`config.mk`:
```
export PLATFORM = sky130hd
export DESIGN_NAME = tp_probe_mux
export DESIGN_NICKNAME = d
export VERILOG_FILES = /design/src/rtl/tp_probe_mux.sv
export SDC_FILE = /design/constraint.sdc
export NUM_CORES = 1
export LEC_CHECK = 0
export ABC_CLOCK_PERIOD_IN_PS = 3200
export CAP_MARGIN = 10
export CORE_ASPECT_RATIO = 1.75
export CORE_MARGIN = 5
export CORE_UTILIZATION = 34
export DETAILED_ROUTE_END_ITERATION = 7
export SYNTH_ARGS = -nofsm -noshare
export SYNTH_HDL_FRONTEND = slang
export SYNTH_SLANG_ARGS = --single-unit
```
`constraint.sdc`:
```
create_clock -name CLK -period 3.2 [get_ports CLK]
set_clock_uncertainty 0.15 [all_clocks]
set_input_delay 0.64 -clock CLK [delete_from_list [all_inputs] [get_ports CLK]]
set_output_delay 0.64 -clock CLK [all_outputs]
set_load 0.01 [all_outputs]
```
`src/rtl/tp_probe_mux.sv`:
```
// Test-point driver: registered group mux onto the TP bank with a one-shot trigger/freeze.
// Optional per-bit pulse stretching is built only when TP_PULSE_STRETCH_EN is defined.
module tp_probe_mux #(
  parameter int              TP_W     = 16,
  parameter int              N_GRP    = 4,
  parameter int              SEL_W    = 2,
  parameter int              IDX_W    = 4,
  parameter int              DEF_SEL  = 0,
  parameter logic [TP_W-1:0] DIR_MASK = '0,
  parameter int              HOLD_CYC = 1024,
  parameter int              STR_LEN  = 8
) (
  input  logic                  CLK,
  input  logic                  RST,
  input  logic [N_GRP*TP_W-1:0] PROBES,
  input  logic                  SEL_WE,
  input  logic [SEL_W-1:0]      SEL_DIN,
  input  logic                  ARM,
  input  logic                  DISARM,
  input  logic [IDX_W-1:0]      TRG_IDX,
  output logic [TP_W-1:0]       TP_OUT,
  output logic [TP_W-1:0]       TP_DIR,
  output logic [1:0]            TP_STATE,
  output logic [15:0]           TRG_CNT
);

  typedef enum logic [1:0] {
    ST_IDLE   = 2'd0,
    ST_ARMED  = 2'd1,
    ST_FROZEN = 2'd2
  } state_t;

  localparam int HOLD_W = (HOLD_CYC > 2) ? $clog2(HOLD_CYC) : 1;
  localparam logic [HOLD_W-1:0] HOLD_LOAD = (HOLD_CYC > 0) ? HOLD_W'(HOLD_CYC - 1) : '0;

  logic [SEL_W-1:0]  sel_q;
  logic [TP_W-1:0]   s1_q;
  logic [TP_W-1:0]   s1_d;
  logic [TP_W-1:0]   prev_q;
  logic [TP_W-1:0]   out_q;
  logic [TP_W-1:0]   out_d;
  logic [TP_W-1:0]   rise;
  logic              trig_hit;
  state_t            state_q;
  logic [15:0]       trg_cnt_q;
  logic [HOLD_W-1:0] hold_q;

  // Out-of-range selects fall through the loop and yield zero.
  always_comb begin
    s1_d = '0;
    for (int g = 0; g < N_GRP; g++) begin
      if (sel_q == SEL_W'(g)) s1_d = PROBES[g*TP_W +: TP_W];
    end
  end

  assign rise = s1_q & ~prev_q;

  always_comb begin
    trig_hit = 1'b0;
    for (int i = 0; i < TP_W; i++) begin
      if (TRG_IDX == IDX_W'(i)) trig_hit = rise[i];
    end
  end

`ifdef TP_PULSE_STRETCH_EN
  localparam int CNT_W = (STR_LEN > 2) ? $clog2(STR_LEN) : 1;
  localparam logic [CNT_W-1:0] STR_LOAD = CNT_W'(STR_LEN - 1);

  logic [CNT_W-1:0] str_cnt_q [TP_W];
  logic [TP_W-1:0]  str_act;

  always_comb begin
    str_act = '0;
    for (int i = 0; i < TP_W; i++) str_act[i] = (str_cnt_q[i] != '0);
  end

  assign out_d = s1_q | str_act;

  // A group switch clears the counters so stale stretches never leak into the new group.
  always_ff @(posedge CLK) begin
    if (RST || SEL_WE) begin
      for (int i = 0; i < TP_W; i++) str_cnt_q[i] <= '0;
    end else begin
      for (int i = 0; i < TP_W; i++) begin
        if (rise[i])                   str_cnt_q[i] <= STR_LOAD;
        else if (str_cnt_q[i] != '0)   str_cnt_q[i] <= str_cnt_q[i] - 1'b1;
      end
    end
  end
`else
  assign out_d = s1_q;
`endif

  always_ff @(posedge CLK) begin
    if (RST) begin
      sel_q     <= SEL_W'(DEF_SEL);
      s1_q      <= '0;
      prev_q    <= '0;
      out_q     <= '0;
      state_q   <= ST_IDLE;
      trg_cnt_q <= '0;
      hold_q    <= '0;
    end else begin
      if (SEL_WE) sel_q <= SEL_DIN;
      s1_q   <= s1_d;
      prev_q <= s1_q;
      // The trigger edge itself still loads out_q, so the frozen word is f(s1) of that cycle.
      if (state_q != ST_FROZEN) out_q <= out_d;

      case (state_q)
        ST_IDLE: begin
          if (!DISARM && ARM) state_q <= ST_ARMED;
        end
        ST_ARMED: begin
          if (DISARM) begin
            state_q <= ST_IDLE;
          end else if (trig_hit) begin
            state_q <= ST_FROZEN;
            hold_q  <= HOLD_LOAD;
            if (trg_cnt_q != 16'hFFFF) trg_cnt_q <= trg_cnt_q + 16'd1;
          end
        end
        ST_FROZEN: begin
          if (DISARM) begin
            state_q <= ST_IDLE;
          end else if (HOLD_CYC != 0) begin
            if (hold_q == '0) state_q <= ST_IDLE;
            else              hold_q  <= hold_q - 1'b1;
          end
        end
        default: state_q <= ST_IDLE;
      endcase
    end
  end

  assign TP_OUT   = out_q;
  assign TP_DIR   = DIR_MASK;
  assign TP_STATE = state_q;
  assign TRG_CNT  = trg_cnt_q;

endmodule

```
==> reports/results.tsv <==
metric	value	unit
p_sw_share	22.71	%
dp_hpwl	7038	µm
numClockSinks	78	
cp.arrival	2970	ps
status	finished clean	
wl_per_cell	14.38	µm
yosysUniqueCellTypes	50	
cts_root_buffer	clkbuf_16	
slew_headroom	51.72	%
grt_setup_unrepaired	false	
dieHeight	148.0	µm
cts.repair.resized	0	
power.internal	1.811	mW
drt_pass1_iterations	4	
vias_per_cell	4.995	
worstMarginPinSlew	723.2	ps
whs	301.2	ps
ir_drop	0.2752	mV
synth_edf_count	0	
setup-violations-final	0	
cts-buffers-inserted	9	
pin_count	125	
coreArea	10700	µm²
synthArstFlopShare	0	%
grt_max_degree	38	
yosysSeqAreaShare	42.18	%
die_area	13160	µm²
cp_max_fo	24	
setup_tns	0	ps
finalNetCount	572	
clk_pin_slew_worst_paths	60	ps
gp_congestion	0.7495	
worstSetupEndpointType	flip-flop	
placed_cell_area	4917	µm²
stdcell_count	628	
synth_top_area_share	42.18	%
antenna_left	0	
critPathKind	in -> reg	
n_antenna_cell	0	
yosys.area.top_type	dfxtp_1	
combPwrFrac	13.4	%
start_kind	input pin	
synth_common_cells	dfxtp_1, nand2_1, nor2b_1	
rows	50	
vias	3137	
cts_setup_buffers	0	
ys_warn_count	0	
leakage	1.834	nW
hold_class	reg -> reg	
grt_pass1_vias	3272	
grtUsageTotal	14.56	%
synth_area	3702	µm²
drv_slew	0	
synthSimpleGateAreaFrac	24.97	%
clkLatencyLatePin	330	ps
min_period	2894	ps
h-tree-depth	3	
cts_tree	done	
switchingPower	0.5319	mW
yosysMostFrequentCell	dfxtp_1	
synth_flop_cell	dfxtp_1	
synthTopCellsByArea	dfxtp_1, mux4_2, nor2b_1	
synthMuxAreaShare	12.50	%
synth_xor_area_share	1.419	%
numPlacedInstances	614	
power_density	450.8	nW/µm²
die_w	88.88	µm
synthCells	383	
drc	0	
areaGrowthSynthToFinish	40.35	%
clockBufferDepth	2	
r2r_slack	730	ps
synth_compound_area_share	10.85	%
fillers	1032	
stdcell_area	5196	µm²
power	2.342	mW
cp.required	3270	ps
pwr-share-seq	45.1	%
wl	9032	µm
io_buffer_count	108	
drt_iter0_drc	88	
finalCritPeriodShare	90.44	%
cts.hold.buffers_added	0	
initial_core_util	34.61	%
maxCapViolations	0	
clkPwrFrac	41.6	%
hold_viol_final	0	
grt_pass1_wl	15110	µm
synth_fa_ha_area_share	0.6759	%
layout-drive-gt1-share	13.05	%
overflow	0	
synth-seq-cells	78	
antenna_found_initial	0	
avgSynthCellArea	9.667	µm²
synth_top_family_by_area	simple AND/OR/NAND/NOR gates	
max_freq	345.5	MHz
[routing by layer]
layer / GRT usage (%) / part of all wire (%)
met5: 0 / 0
met4: 5.598 / 1.6
met3: 4.294 / 7.9
met2: 26.34 / 54
met1: 15.30 / 36
[per-stage QoR]
stage,utilization [%],setup WS (ps)
4_1_cts,48.57,309.7
3_3_place_gp,45.96,13.95
2_1_floorplan,-,652.6
3_5_place_dp,45.96,-53.00
6_report,48.57,306.0
5_1_grt,48.57,56.94
[path summary, 6_finish.rpt]
kind              depth (start not counted)          end       start
setup / recovery                          9  TRG_CNT[11]  TRG_IDX[1]
hold / removal                            2   TP_OUT[12]  TP_OUT[12]
setup reg to reg                          7  TRG_CNT[11]    out_d[1]
hold reg to reg                           2   TP_OUT[12]  TP_OUT[12]
[kinds of logic after synthesis]
kind of cell,count (synthesis)
muxes,24
xor gates and xnor gates,6
and+or+nand+nor,161
DFF,78
adders and majority gates,2
AOI/OAI and AO/OA,61
buffers and inverters,50
other,1
[state kept, by name, summed over array words and instances, names as in the netlist]
register and flops:
TP_STATE 2, TP_OUT 16, sel_q 2, out_d 16, prev_q 16, TRG_CNT 16
hold_q 10
[final cells by class]
type | instances | area (µm²) | share of cell area (%)
multi-input combinational | 270 | 1932 | 37.18
sequential | 78 | 1562 | 30.05
inverter | 10 | 37.54 | 0.7224
tap | 130 | 162.7 | 3.130
clock buffer | 10 | 229.0 | 4.406
clock inverter | 4 | 50.05 | 0.9632
timing repair buffer | 126 | 1224 | 23.55
[layout by cell type, fill, tap and decap left out, types with 4 or more instances in the layout]
cell type	n
or4_1	9
buf_4	17
nor2b_1	36
a21oi_1	35
mux2_4	4
nor3b_1	7
conb_1	16
o31ai_1	7
clkdlybuf4s50_1	107
nor3_1	7
and3b_1	4
nand2_1	40
nand3_1	13
dfxtp_1	78
inv_1	10
nor2_1	21
xor2_1	6
mux4_2	16
clkbuf_16	9
[power groups by stage]
stage	sequential (mW)	clock [mW]	combinational, mW
6_report	1.06	0.973	0.313
5_1_grt	1.06	1.05	0.344
4_1_cts	1.06	1.01	0.317
3_5_place_dp	1.08	0	0.316
3_3_place_gp	1.08	0	0.311
2_1_floorplan	1.07	0	0.174
[worst max-delay path, cell delays in order]
cell and delay [ps]:
clkdlybuf4s50_1 480, buf_4 200, nor3b_1 190, o21ai_0 100
a21oi_1 310, o41ai_4 140, buf_12 180, nor4b_1 350
mux2_2 370
Note: power is estimated with default switching activity, not from simulation.
